==> config.mk <==
export PLATFORM = sky130hd
export DESIGN_NAME = mem_access_unit
export DESIGN_NICKNAME = d
export VERILOG_FILES = /design/src/rtl/mem_access_unit_pkg.sv /design/src/rtl/mem_access_unit_load_extend.sv /design/src/rtl/mem_access_unit.sv
export SDC_FILE = /design/constraint.sdc
export NUM_CORES = 1
export LEC_CHECK = 0
export CAP_MARGIN = 20
export CELL_PAD_IN_SITES_DETAIL_PLACEMENT = 1
export CELL_PAD_IN_SITES_GLOBAL_PLACEMENT = 1
export CORE_ASPECT_RATIO = 0.6
export CORE_MARGIN = 2
export CORE_UTILIZATION = 33
export DETAILED_ROUTE_END_ITERATION = 7
export PLACE_DENSITY = 0.83
export REMOVE_ABC_BUFFERS = 1
export SLEW_MARGIN = 25
export SYNTH_ARGS = -nofsm -noshare
export SYNTH_HDL_FRONTEND = slang
export SYNTH_SLANG_ARGS = --single-unit
==> constraint.sdc <==
create_clock -name clk_in -period 5 [get_ports clk_in]
set_input_delay 0.75 -clock clk_in [delete_from_list [all_inputs] [get_ports clk_in]]
set_output_delay 0.75 -clock clk_in [all_outputs]
set_load 0.005 [all_outputs]
==> src/rtl/mem_access_unit_pkg.sv <==
// Shared funct3 codes, FSM state encoding and IO address constants for the memory access unit.
// Pure definitions; no timing or flow-control content.
package mem_access_unit_pkg;

  localparam logic [2:0] F3_LB  = 3'd0;
  localparam logic [2:0] F3_LH  = 3'd1;
  localparam logic [2:0] F3_LW  = 3'd2;
  localparam logic [2:0] F3_LBU = 3'd4;
  localparam logic [2:0] F3_LHU = 3'd5;
  localparam logic [2:0] F3_SB  = 3'd0;
  localparam logic [2:0] F3_SH  = 3'd1;
  localparam logic [2:0] F3_SW  = 3'd2;

  localparam logic [31:0] IO_ADDR_0 = 32'h0003_0000;
  localparam logic [31:0] IO_ADDR_1 = 32'h0003_0004;

  typedef enum logic [1:0] {
    ST_IDLE  = 2'd0,
    ST_LOAD  = 2'd1,
    ST_STORE = 2'd2,
    ST_DRAIN = 2'd3
  } mau_state_t;

  // Access size encoded as bytes minus one.
  function automatic logic [2:0] f3_to_len(input logic [2:0] f3);
    case (f3[1:0])
      2'd0:    f3_to_len = 3'd0;
      2'd1:    f3_to_len = 3'd1;
      default: f3_to_len = 3'd3;
    endcase
  endfunction

endpackage

==> src/rtl/mem_access_unit_load_extend.sv <==
// Combinational sign/zero extension of raw load data by RV32I funct3; zero latency, no flow control.
module load_extend
  import mem_access_unit_pkg::*;
#(
  parameter int XLEN = 32
) (
  input  logic [2:0]      i_funct3,
  input  logic [XLEN-1:0] i_raw,
  output logic [XLEN-1:0] o_ext
);

  always_comb begin
    o_ext = i_raw;
    case (i_funct3)
      F3_LB:   o_ext = {{(XLEN-8){i_raw[7]}}, i_raw[7:0]};
      F3_LH:   o_ext = {{(XLEN-16){i_raw[15]}}, i_raw[15:0]};
      F3_LBU:  o_ext = {{(XLEN-8){1'b0}}, i_raw[7:0]};
      F3_LHU:  o_ext = {{(XLEN-16){1'b0}}, i_raw[15:0]};
      default: o_ext = i_raw;
    endcase
  end

endmodule

==> src/rtl/mem_access_unit.sv <==
// One-outstanding load/store initiator toward memctrl; result one cycle after the done pulse.
// ex_ready only in IDLE; rdy_in low freezes all state, requests hold until done.
module mem_access_unit
  import mem_access_unit_pkg::*;
#(
  parameter int ADDR_W    = 32,
  parameter int XLEN      = 32,
  parameter int REG_IDX_W = 5
) (
  input  logic                 clk_in,
  input  logic                 rst_in,
  input  logic                 rdy_in,
  input  logic                 ex_valid,
  input  logic                 ex_is_store,
  input  logic [2:0]           ex_funct3,
  input  logic [ADDR_W-1:0]    ex_addr,
  input  logic [XLEN-1:0]      ex_wdata,
  input  logic [REG_IDX_W-1:0] ex_rd,
  input  logic                 flush,
  output logic                 ex_ready,
  output logic                 read_mem,
  output logic                 write_mem,
  output logic [ADDR_W-1:0]    mem_addr,
  output logic [XLEN-1:0]      mem_data_to_write,
  output logic [2:0]           data_len,
  input  logic                 mem_load_done,
  input  logic [XLEN-1:0]      mem_ctrl_load_to_mem,
  output logic                 wb_valid,
  output logic [REG_IDX_W-1:0] wb_rd,
  output logic [XLEN-1:0]      wb_data,
  output logic                 store_done
);

  mau_state_t           r_state;
  mau_state_t           w_state_nxt;
  logic                 w_accept;
  logic                 w_wb_fire;
  logic                 w_st_fire;
  logic [ADDR_W-1:0]    r_addr;
  logic [XLEN-1:0]      r_wdata;
  logic [2:0]           r_funct3;
  logic [REG_IDX_W-1:0] r_rd;
  logic                 r_wb_valid;
  logic [REG_IDX_W-1:0] r_wb_rd;
  logic [XLEN-1:0]      r_wb_data;
  logic                 r_store_done;
  logic [XLEN-1:0]      w_wmasked;
  logic [XLEN-1:0]      w_ext;

  always_comb begin
    case (ex_funct3[1:0])
      2'd0:    w_wmasked = {{(XLEN-8){1'b0}}, ex_wdata[7:0]};
      2'd1:    w_wmasked = {{(XLEN-16){1'b0}}, ex_wdata[15:0]};
      default: w_wmasked = ex_wdata;
    endcase
  end

  load_extend #(.XLEN(XLEN)) u_load_extend (
    .i_funct3 (r_funct3),
    .i_raw    (mem_ctrl_load_to_mem),
    .o_ext    (w_ext)
  );

  always_comb begin
    w_state_nxt = r_state;
    w_accept    = 1'b0;
    w_wb_fire   = 1'b0;
    w_st_fire   = 1'b0;
    case (r_state)
      ST_IDLE: begin
        if (ex_valid && !flush) begin
          w_accept    = 1'b1;
          w_state_nxt = ex_is_store ? ST_STORE : ST_LOAD;
        end
      end
      ST_LOAD: begin
        // A flush alongside done discards the result; otherwise the access drains.
        if (mem_load_done) begin
          w_state_nxt = ST_IDLE;
          w_wb_fire   = !flush;
        end else if (flush) begin
          w_state_nxt = ST_DRAIN;
        end
      end
      ST_STORE: begin
        if (mem_load_done) begin
          w_state_nxt = ST_IDLE;
          w_st_fire   = 1'b1;
        end
      end
      ST_DRAIN: begin
        if (mem_load_done) w_state_nxt = ST_IDLE;
      end
      default: w_state_nxt = ST_IDLE;
    endcase
  end

  always_ff @(posedge clk_in or posedge rst_in) begin
    if (rst_in)      r_state <= ST_IDLE;
    else if (rdy_in) r_state <= w_state_nxt;
  end

  always_ff @(posedge clk_in or posedge rst_in) begin
    if (rst_in) begin
      r_addr       <= '0;
      r_wdata      <= '0;
      r_funct3     <= '0;
      r_rd         <= '0;
      r_wb_valid   <= 1'b0;
      r_wb_rd      <= '0;
      r_wb_data    <= '0;
      r_store_done <= 1'b0;
    end else if (rdy_in) begin
      if (w_accept) begin
        r_addr   <= ex_addr;
        r_wdata  <= w_wmasked;
        r_funct3 <= ex_funct3;
        r_rd     <= ex_rd;
      end
      r_wb_valid   <= w_wb_fire;
      r_store_done <= w_st_fire;
      if (w_wb_fire) begin
        r_wb_rd   <= r_rd;
        r_wb_data <= w_ext;
      end
    end
  end

  // Request drops in the done cycle so memctrl never sees it as a new access.
  assign read_mem          = ((r_state == ST_LOAD) || (r_state == ST_DRAIN)) && !mem_load_done;
  assign write_mem         = (r_state == ST_STORE) && !mem_load_done;
  assign ex_ready          = (r_state == ST_IDLE);
  assign mem_addr          = r_addr;
  assign mem_data_to_write = r_wdata;
  assign data_len          = f3_to_len(r_funct3);
  assign wb_valid          = r_wb_valid;
  assign wb_rd             = r_wb_rd;
  assign wb_data           = r_wb_data;
  assign store_done        = r_store_done;

endmodule

Word-level counts from Yosys, hierarchy flattened
Cells that the tools add are included.

Add/subtract/negate cells: 0. Multiply operators: 0. Div/mod/pow operators: 0. Order comparisons: 0. Eq/ne operators: 11. Shift operators: 0. Multiplexer cells: 15. Bitwise operators: 0. Reductions and logical operators: 14.

Operator list (number): $pmux 32 s4 (1); $pmux 32 s2 (1); $mux 2 (5); $eq 2x1->1 const B (3); $eq 3x3->1 const B (2); $logic_not 2->1 (3); $mux 1 (6); $pmux 2 s3 (1); $eq 2x2->1 const B (2); $ne 2x1->1 const B (2); $pmux 2 s2 (1); $reduce_and 2->1 (2); $reduce_and 4->1 (1); $eq 3x1->1 const B (1); $logic_and 1x1->1 (3); $logic_not 3->1 (1); $ne 3x3->1 const B (1); $logic_not 1->1 (2); $reduce_or 2->1 (1); $logic_or 1x1->1 (1).

Flip-flop bits (word level): 113. Bits in latches: 0. RAM bits: 0. Memory bits (read-only): 0. Input port bits: 111. Output and inout bits: 109. Logic and storage cells: 49. Memories kept: 0.

Logic depth before layout (Yosys ltp)
Gate-level depths: netlist of run 1.

Depth after elaboration: 5. Gate-level depth with buffers: 6. Depth with buffers taken out: 3.

By module
From an unflattened synthesis of run 1, not the netlist that was laid out.

Cell total of the unflattened synthesis: 387. Area total of the unflattened synthesis: 4942.2 µm².

Modules (own cells, without submodules): mem_access_unit (times used 1, cells each 320, area an instance 4586.9 µm²); load_extend (times used 1, cells each 67, area an instance 355.3 µm²).

Worst setup path before layout of run 1
OpenSTA, ideal clock, no wires.

Path kind: in2reg. From: in flush. To: reg r_wb_rd[0] (netlist: wb_rd[0]). Setup time: 0.125 ns. Arrival time: 1.636 ns. Required time: 4.875 ns. Slack: 3.239 ns. Stages on the path: 5. Path buffers: 2. Cell sequence: and3b_1 > buf_4 > and2_4 > buf_6 > mux2_4.

Longest elaborated chain between the ends: 4.

Ends and longest elaborated chain: start: declaration (line mem_access_unit.sv:19) `input logic flush,`; $logic_not 1->1 (line mem_access_unit.sv:80) `w_wb_fire = !flush;`; $mux 1 (line mem_access_unit.sv:78) `if (mem_load_done) begin`; $mux 1 (line mem_access_unit.sv:69) `case (r_state)`; $reduce_and 2->1 (no source line); end signal: assignment (line mem_access_unit.sv:123) `r_wb_rd <= r_rd;`; end: declaration (line mem_access_unit.sv:44) `logic [REG_IDX_W-1:0] r_wb_rd;`.

Every way passes these cells. A chain may end at the register's enable or synchronous reset.

Worst setup path after layout of run 1
From: in mem_load_done. To: reg r_wb_rd[0] (netlist: wb_rd[0]).

Longest elaborated chain between the ends: 3.

Ends and longest elaborated chain: start: declaration (line mem_access_unit.sv:26) `input logic mem_load_done,`; $mux 1 (line mem_access_unit.sv:78); $mux 1 (line mem_access_unit.sv:69); $reduce_and 2->1 (no source line).

Every way passes these cells.

==> implementation parameters, run 1 <==
Parameter                              Value

Detailed routing
  Average wire per cell in the routed design ... 18.06 um
  Iteration-0 DRC Markers ... around 180
  Post-detailed-route count of antenna-violating nets ... 0
  Sum of routed wire length over all layers ... about 14,000 um
  Highest routing layer actually used ... met4
  Vias post-DR ... between 3,000 and 4,000
  Routed met2 length ... 6757 um
  Met3 routed WL ... 1151 um
  DR vias/cell ... between 4 and 5
  Number of detailed-routing iterations run before antenna repair ... 4
  DRC Markers ... 0
  Wl on met1 ... 6335 um

Die
  Die height ... 100.2 um
  Number of core rows ... 35
  Width of the die ... ~160 um
  Number of primary I/O pins ... 220
  Core area ... 15,200 um^2
  Effective utilization at floorplan ... 33.50%
  Die Outline Area ... around 16,000 um^2

Timing
  Fin worst setup slack ... 2173 ps
  Min Tclk post-route ... 2827 ps
  Maximum clock frequency ... 0.3537 GHz
  Worst Tran Pin Value ... 848.0 ps
  Max-slew headroom at the worst pin ... 43.47%
  Setup repair after global routing missed its margin ... false
  Total setup violations reported at the end of the flow ... 0
  Clock skew ... 6.519 ps
  Total negative slack ... 0 ps
  Endpoints failing hold ... 0
  Max Slew Vio Count ... 0
  Portion of the clock cycle consumed by the worst path in the final layout ... 56.55%

Power
  Leakage power figure ... 3.729 nW
  Pwr per Cell Area ... a little over 600 nW/um^2
  Worst supply voltage drop on vdd ... 257.5 uV

Synth
  Seq/Total Area, Yosys ... 55.54%
  Biggest area contributors in the synthesized netlist ... sky130_fd_sc_hd__dfrtp_1 56%, sky130_fd_sc_hd__mux2_4 17%, sky130_fd_sc_hd__mux2i_1 5.1%
  Primary flip-flop cell chosen by synthesis mapping ... sky130_fd_sc_hd__dfrtp_1
  Post-synth EDFFs ... 0
  Leading post-synthesis cells by instance count ... 113 x sky130_fd_sc_hd__dfrtp_1, 59 x sky130_fd_sc_hd__mux2_4, 41 x sky130_fd_sc_hd__nand2_1
  Post-synthesis area per instance ... ~14 um^2
  Netlist area before placement ... slightly above 5000 um^2
  Yosys top cell by area ... sky130_fd_sc_hd__dfrtp_1
  Flops & latches, synth ... 113
  Library cells used by synthesis ... 36
  Syn. warnings ... 0
  Async set-reset flop share out of synthesis ... 100.0%
  Top-count cell post-synth ... sky130_fd_sc_hd__dfrtp_1
  Area share of the largest cell type after synthesis ... 55.54%
  Number of instances in the synthesized netlist ... 374

Status
  Outcome ... complete, no violations

Hold path
  Class of the worst hold path ... register to register
  Hold Path Cell Cnt ... 1

Place
  Pre-CTS WS ... 1776 ps
  Cell area after placement ... 7336 um^2
  Routability Congestion ... 0.8186
  Detail Placement HPWL ... 10,470 um
  Port Buffers ... 218

GRT
  Via count of the first global-routing pass ... 4,114
  Initial antenna violation count ... 0
  First-pass GRT wire length ... 22,430 um
  Largest net degree at the start of global routing ... 69
  GRT Residual Overflow ... 0
  Overall global routing resource usage ... between 10% and 20%

Clocking
  Cts hold-fix bufs ... 0
  Resized Gates After CTS ... 0
  Post-CTS repair timing setup buffer count ... 0
  Clk slew on worst S/H paths ... around 60 ps
  H-tree levels ... 4
  Clock latency on the worst-skew pair ... 400 ps
  Max Root-Sink Buffers ... 2
  Sinks on Clock Net ... 113
  TritonCTS clock tree ... built
  Number of clock buffers inserted by TritonCTS ... 17
  Root Buffer Master ... sky130_fd_sc_hd__clkbuf_16

Layout
  Share of layout cells above drive strength 1 ... 18.09%
  Area overhead of the layout relative to synthesis ... 55.62%
  Antenna fix cells ... 0
  Number of nets in the finished design ... 695
  Finished Cell Area ... 7923 um^2

Critical path
  Path type of the worst setup path ... input pin to register
  R2R Setup Slk ... between 2000 and 3000 ps
  Element type at the critical path end ... register
  Required time at the worst-slack endpoint ... 5280 ps
  Signal arrival time at the worst endpoint ... 3110 ps
  Setup crit start kind ... input pin
  Worst r2r path cells ... 3
  Crit-path max FO ... 38

Job
  Number of max-cap violations ... 0
==> through the flow <==
stage	util [%]	power, mW	hold slack [ps]	cells
6_report	52.14	4.789	491.7	800
5_1_grt	52.14	5.072	512.1	800
4_1_cts	52.14	4.863	492.4	800
3_5_place_dp	48.28	3.633	468.2	768
3_3_place_gp	48.28	3.531	463.3	768
2_1_floorplan	-	2.444	477.5	345
==> kinds of logic after synthesis <==
family | share of synthesized area [%]
multiplexers | 22.95
flip-flops | 55.54
AO/OA/AOI/OAI | 6.906
buffers and inverters | 6.587
other | 0.07366
AND/OR/NAND/NOR | 7.938
==> registers in the layout, indices dropped and copies added (netlist names) <==
register           count
wb_data               32
r_funct3               3
wb_valid               1
wb_rd                  5
store_done             1
r_rd                   5
mem_addr              32
mem_data_to_write     32
r_state                2
==> where the power goes <==
| part | total [mW] | leakage, nW | switching, mW | internal, mW |
|---|---|---|---|---|
| Sequential | 1.71 | 1.37 | 0.340 | 1.37 |
| Clock | 1.19 | 0.277 | 0.449 | 0.740 |
| Combinational | 1.89 | 2.08 | 0.570 | 1.32 |
==> cells in the final DEF, fill, tap and decap left out, types with 2 or more instances in the layout <==
master and count:
sky130_fd_sc_hd__clkinvlp_4 3, sky130_fd_sc_hd__mux2i_1 26, sky130_fd_sc_hd__a2bb2oi_1 5, sky130_fd_sc_hd__a2bb2oi_2 11
sky130_fd_sc_hd__mux2_4 59, sky130_fd_sc_hd__nor2b_1 2, sky130_fd_sc_hd__nand4_1 8, sky130_fd_sc_hd__nand2_1 41
sky130_fd_sc_hd__mux2_1 2, sky130_fd_sc_hd__or2_1 2, sky130_fd_sc_hd__clkinv_4 5, sky130_fd_sc_hd__inv_1 26
sky130_fd_sc_hd__inv_6 3, sky130_fd_sc_hd__a31oi_1 2, sky130_fd_sc_hd__o21a_1 8, sky130_fd_sc_hd__bufinv_16 2
sky130_fd_sc_hd__clkdlybuf4s50_1 218, sky130_fd_sc_hd__and3_1 16, sky130_fd_sc_hd__clkbuf_16 17, sky130_fd_sc_hd__o21ai_0 8
sky130_fd_sc_hd__dfrtp_1 113
==> layout make-up <==
cell class	instances	area, um^2
Clock buffer	18	429.2
Clock inverter	14	157.7
Fill cell	1546	7273
Inverter	27	103.9
Multi-Input combinational cell	205	1941
Sequential cell	113	2828
Tap cell	203	254.0
Timing Repair Buffer	220	2210
==> routing by layer <==
metal / GRT usage (%) / vias up
met3: 6.033 / 17
li1: - / 1701
met5: 0 / -
met4: 5.533 / 0
met2: 28.93 / 133
met1: 21.92 / 1844
==> worst paths after layout <==
path / start / end
setup reg to reg: r_state[0] / wb_rd[0]
hold / removal: wb_data[8] / wb_data[8]
min in group asynchronous: rst_in / mem_data_to_write[3]
hold reg to reg: wb_data[8] / wb_data[8]
setup / recovery: mem_load_done / wb_rd[0]
max in group asynchronous: rst_in / mem_data_to_write[12]
==> worst max-delay path, stage by stage <==
cell and delay (ps):
sky130_fd_sc_hd__clkdlybuf4s50_1 580, sky130_fd_sc_hd__and3b_1 730, sky130_fd_sc_hd__and2_4 660, sky130_fd_sc_hd__mux2_4 350
(Power assumes the default switching activity.)
==> inputs of run 2 (changes only) <==
==> constraint.sdc (replaced) <==
create_clock -name clk_in -period 2.96 [get_ports clk_in]
set_input_delay 0.444 -clock clk_in [delete_from_list [all_inputs] [get_ports clk_in]]
set_output_delay 0.444 -clock clk_in [all_outputs]
set_load 0.005 [all_outputs]
==> implementation parameters, run 2 (synthesis results as in run 1) <==
Parameter                              Value

Status
  Outcome ... complete, no violations

Layout
  Number of nets in the finished design ... about 700
  Highest-count cells in the layout ignoring fill and taps ... 218 x sky130_fd_sc_hd__clkdlybuf4s50_1, 113 x sky130_fd_sc_hd__dfrtp_1, 59 x sky130_fd_sc_hd__mux2_4
  Antenna fix cells ... 0
  Fraction of the core area covered by cells at the end of the flow ... 52.75%
  Share of layout cells above drive strength 1 ... 19.04%
  Finished Cell Area ... 8016 um^2
  Area overhead of the layout relative to synthesis ... 57.46%
  Commonest non-fill, non-tap cell in the layout ... sky130_fd_sc_hd__clkdlybuf4s50_1
  Fillcell total ... 1,561

Place
  Cell area after placement ... 7413 um^2
  Pre-CTS WS ... 645.1 ps
  Routability Congestion ... around 0.77
  Port Buffers ... 218
  Detail Placement HPWL ... ~11,000 um

Detailed routing
  DR vias/cell ... approximately 4.6
  Sum of routed wire length over all layers ... 15,020 um
  Iteration-0 DRC Markers ... 160
  Post-detailed-route count of antenna-violating nets ... 0
  DRC Markers ... 0
  Average wire per cell in the routed design ... 18.61 um
  Vias post-DR ... 3,707
  Number of detailed-routing iterations run before antenna repair ... 5

GRT
  Via count of the first global-routing pass ... 4,092
  GRT Residual Overflow ... 0
  Initial antenna violation count ... 0
  Largest net degree at the start of global routing ... 59
  First-pass GRT wire length ... 23,070 um
  Overall global routing resource usage ... 18.26%

Power
  Worst supply voltage drop on vdd ... 424.6 uV
  Pwr per Cell Area ... 1026 nW/um^2
  Post-layout total power ... 8.229 mW
  Leakage power figure ... 3.790 nW

Timing
  Max Slew Vio Count ... 0
  Endpoints failing hold ... 0
  Setup repair after global routing missed its margin ... false
  Total setup violations reported at the end of the flow ... 0
  Portion of the clock cycle consumed by the worst path in the final layout ... between 70% and 80%
  Maximum clock frequency ... around 0.43 GHz
  Max-slew headroom at the worst pin ... 41.90%
  Clock skew ... 10.34 ps
  Min Tclk post-route ... around 2300 ps
  Worst hold slack across all endpoints ... 399.8 ps
  Worst Tran Pin Value ... 871.5 ps
  Fin worst setup slack ... roughly 640 ps

Critical path
  Signal arrival time at the worst endpoint ... 1880 ps
  Crit-path max cell delay ... 800 ps
  Max stage delay cell, worst path ... sky130_fd_sc_hd__dfrtp_1
  Critical R2R Launch ... r_funct3[1]
  Beginning of the critical path ... r_funct3[1]
  Path type of the worst setup path ... register to primary output
  Crit-path max FO ... 22
  Element type at the critical path end ... primary output
  Required time at the worst-slack endpoint ... ~2500 ps
  Setup crit start kind ... register
  Worst path cell trace ... or2_1 > clkdlybuf4s50_1

Clocking
  Cts hold-fix bufs ... 0
  Clk slew on worst S/H paths ... 60 ps
  Clock latency on the worst-skew pair ... 400 ps
  Number of clock buffers inserted by TritonCTS ... 17
  Max Root-Sink Buffers ... 2
  Post-CTS repair timing setup buffer count ... 0
  TritonCTS clock tree ... built
  H-tree levels ... 4
  Root Buffer Master ... sky130_fd_sc_hd__clkbuf_16
  Resized Gates After CTS ... 0
  Sinks on Clock Net ... 113

Die
  Die height ... 100.2 um
  Die Outline Area ... 16,470 um^2
  Number of core rows ... 35
  Effective utilization at floorplan ... between 30% and 40%
  Core area ... 15,200 um^2
  Number of primary I/O pins ... 220
  Width of the die ... approximately 160 um

Hold path
  Class of the worst hold path ... input pin to async pin

Job
  Number of max-cap violations ... 0
-- run 2: cell count changes in the layout (fill, tap and decap cells not counted) --
cell | previous run | this run
sky130_fd_sc_hd__buf_4 | 1 | 6
sky130_fd_sc_hd__clkinv_2 | 1 | 4
sky130_fd_sc_hd__clkinv_4 | 5 | 2
sky130_fd_sc_hd__buf_12 | 1 | 3
sky130_fd_sc_hd__bufinv_16 | 2 | 3
sky130_fd_sc_hd__clkbuf_8 | 0 | 1
sky130_fd_sc_hd__clkinvlp_4 | 3 | 2
sky130_fd_sc_hd__inv_6 | 3 | 2
-- run 2: worst paths after layout --
check	cells past startpoint	endpoint	slack (ps)
min in group clk_in	1	wb_valid	490
setup / recovery	2	data_len[0]	640
setup reg to reg	2	wb_data[29]	1030
hold / removal	2	r_rd[2]	400
max in group asynchronous	3	wb_data[7]	1840
hold reg to reg	1	wb_valid	490
-- run 2: cell type report --
cell class | count | area [um^2] | share of cell area, %
clock buffers | 19 | 442.9 | 5.525
clock inverters | 13 | 160.2 | 1.998
inverters | 27 | 103.9 | 1.295
multi-input cells | 205 | 1941 | 24.21
flip-flops and latches | 113 | 2828 | 35.27
well taps | 203 | 254.0 | 3.168
repair buffers | 227 | 2287 | 28.53
-- run 2: per-stage QoR --
step,setup TNS (ps),std cells
detailed placement,0,775
finish,0,807
global route,0,807
global placement,0,775
CTS,0,807
floorplan,-143470,345
-- run 2: where the power goes --
part           total, mW  internal, mW  switching [mW]
Sequential          2.90          2.32           0.583
Clock               2.09          1.35           0.739
Combinational       3.24          2.25           0.993
Total               8.23          5.91            2.32
-- run 2: critical path: cells and delay by family, from the launching register on --
kind                   cells  cell delay, ps
buffers and inverters      1             490
flip-flops                 1             800
AND/OR/NAND/NOR            1             190
-- run 2: routing by layer --
metal	share of wire [%]	GRT usage, %	routed length, um
met2	47	29.39	6988
met4	1.2	4.453	176
met3	7.6	6.157	1134
met1	45	23.82	6718
met5	0	0	0
==> inputs of run 3 (changes only) <==
==> constraint.sdc (replaced) <==
create_clock -name clk_in -period 2.3 [get_ports clk_in]
set_input_delay 0.345 -clock clk_in [delete_from_list [all_inputs] [get_ports clk_in]]
set_output_delay 0.345 -clock clk_in [all_outputs]
set_load 0.005 [all_outputs]
==> implementation parameters, run 3 (synthesis results as in run 1) <==
Parameter                              Value

Timing
  Max-slew headroom at the worst pin ... 41.00%
  Clock skew ... roughly 9.5 ps
  Maximum clock frequency ... 0.4918 GHz
  Min Tclk post-route ... 2033 ps
  Total negative slack ... 0 ps
  Worst Tran Pin Value ... 885.0 ps
  Portion of the clock cycle consumed by the worst path in the final layout ... between 80% and 90%
  Max Slew Vio Count ... 0
  Endpoints failing hold ... 0
  Worst hold slack across all endpoints ... around 470 ps
  Total setup violations reported at the end of the flow ... 0
  Setup repair after global routing missed its margin ... false

Detailed routing
  Post-detailed-route count of antenna-violating nets ... 0
  Vias post-DR ... 3,753
  Sum of routed wire length over all layers ... about 15,000 um
  Average wire per cell in the routed design ... 19.10 um
  DRC Markers ... 0
  Highest routing layer actually used ... met4
  Wl on met1 ... approximately 6900 um
  Routed met2 length ... around 7400 um
  Number of detailed-routing iterations run before antenna repair ... 4
  DR vias/cell ... 4.628
  Iteration-0 DRC Markers ... 186
  Met3 routed WL ... between 1000 and 1500 um

Clocking
  Root Buffer Master ... sky130_fd_sc_hd__clkbuf_16
  Cts hold-fix bufs ... 0
  Resized Gates After CTS ... 0
  TritonCTS clock tree ... built
  Number of clock buffers inserted by TritonCTS ... 17
  H-tree levels ... 4
  Clk slew on worst S/H paths ... approximately 60 ps
  Post-CTS repair timing setup buffer count ... 0
  Clock latency on the worst-skew pair ... 400 ps
  Sinks on Clock Net ... between 100 and 150
  Max Root-Sink Buffers ... 2

Die
  Number of primary I/O pins ... 220
  Width of the die ... ~160 um
  Number of core rows ... 35
  Core area ... ~15,000 um^2
  Die Outline Area ... 16,470 um^2
  Die height ... 100.2 um
  Effective utilization at floorplan ... 33.50%

Critical path
  Signal arrival time at the worst endpoint ... about 1700 ps
  Required time at the worst-slack endpoint ... 1960 ps
  Critical R2R Launch ... r_funct3[0]
  Crit-path max FO ... 7
  Beginning of the critical path ... r_state[0]
  Path type of the worst setup path ... register to primary output
  Setup crit start kind ... register
  Element type at the critical path end ... primary output

Place
  Routability Congestion ... 0.7866
  Detail Placement HPWL ... 10,990 um
  Cell area after placement ... between 7000 and 8000 um^2
  Number of placed cells counting well taps ... 779
  Port Buffers ... 218

Layout
  Area overhead of the layout relative to synthesis ... 58.29%
  Highest-count cells in the layout ignoring fill and taps ... 218 x sky130_fd_sc_hd__clkdlybuf4s50_1, 113 x sky130_fd_sc_hd__dfrtp_1, 59 x sky130_fd_sc_hd__mux2_4
  Final standard cell count with taps included and fillers excluded ... 811
  Fraction of the core area covered by cells at the end of the flow ... 53.03%
  Area taken by multi-input logic gates ... 1941 um^2
  Fillcell total ... 1,542
  Antenna fix cells ... 0
  Number of nets in the finished design ... 706
  Finished Cell Area ... 8059 um^2
  Commonest non-fill, non-tap cell in the layout ... sky130_fd_sc_hd__clkdlybuf4s50_1
  Share of layout cells above drive strength 1 ... 19.57%
  Area taken by flip-flops and latches ... 2828 um^2

GRT
  GRT Residual Overflow ... 0
  Via count of the first global-routing pass ... 4,215
  First-pass GRT wire length ... 24,140 um
  Overall global routing resource usage ... 19.12%
  Initial antenna violation count ... 0
  Largest net degree at the start of global routing ... 114

Power
  Pwr per Cell Area ... 1333 nW/um^2
  Worst supply voltage drop on vdd ... 513.3 uV
  Leakage power figure ... 3.813 nW

Job
  Number of max-cap violations ... 0

Status
  Outcome ... complete, no violations

Hold path
  Class of the worst hold path ... input pin to async pin
run 3: cell types whose count changed in the layout (fill, tap and decap cells not counted), sizes merged:
| cell | delta |
|---|---|
| bufinv | +1 |
| buf | +4 |
| inv | -1 |
run 3: final cells by class:
| cell class | count | area share [%] |
|---|---|---|
| clock buffers | 19 | 5.496 |
| clock inverters | 13 | 2.298 |
| inverters | 27 | 1.289 |
| multi-input cells | 205 | 24.08 |
| flip-flops and latches | 113 | 35.09 |
| well taps | 203 | 3.152 |
| repair buffers | 231 | 28.60 |
run 3: critical path, cell delays in order (launching register included):
cell	delay (ps)
sky130_fd_sc_hd__dfrtp_1	450
sky130_fd_sc_hd__nor2_2	270
sky130_fd_sc_hd__clkdlybuf4s50_1	570
run 3: final timing paths:
| path | depth (start not counted) | slack [ps] | endpoint |
|---|---|---|---|
| min | 3 | 470 | wb_rd[4] |
| max reg2reg | 3 | 520 | wb_data[28] |
| min reg2reg | 1 | 500 | mem_addr[30] |
| max in group asynchronous | 3 | 1350 | wb_data[12] |
| max | 2 | 270 | ex_ready |
| min in group clk_in | 1 | 500 | mem_addr[30] |
run 3: report_power, final:
group          switching [mW]  total [mW]  internal, mW
combinational            1.36        4.27          2.91
sequential              0.704        3.69          2.98
clock                   0.946        2.79          1.84
total                    3.01        10.7          7.73
run 3: metal layers:
layer / GRT usage (%) / up-vias
met4: 4.993 / 0
met2: 31.06 / 133
met3: 5.620 / 8
met1: 25.13 / 1897
met5: 0 / -
li1: - / 1715
run 3: per-stage QoR:
stage | total power [mW] | worst slack, ps
6_report | 10.74 | 266.8
5_1_grt | 11.35 | 165.8
4_1_cts | 10.90 | 234.3
3_5_place_dp | 7.985 | 192.4
3_3_place_gp | 7.741 | 240.3
2_1_floorplan | 5.312 | -2105
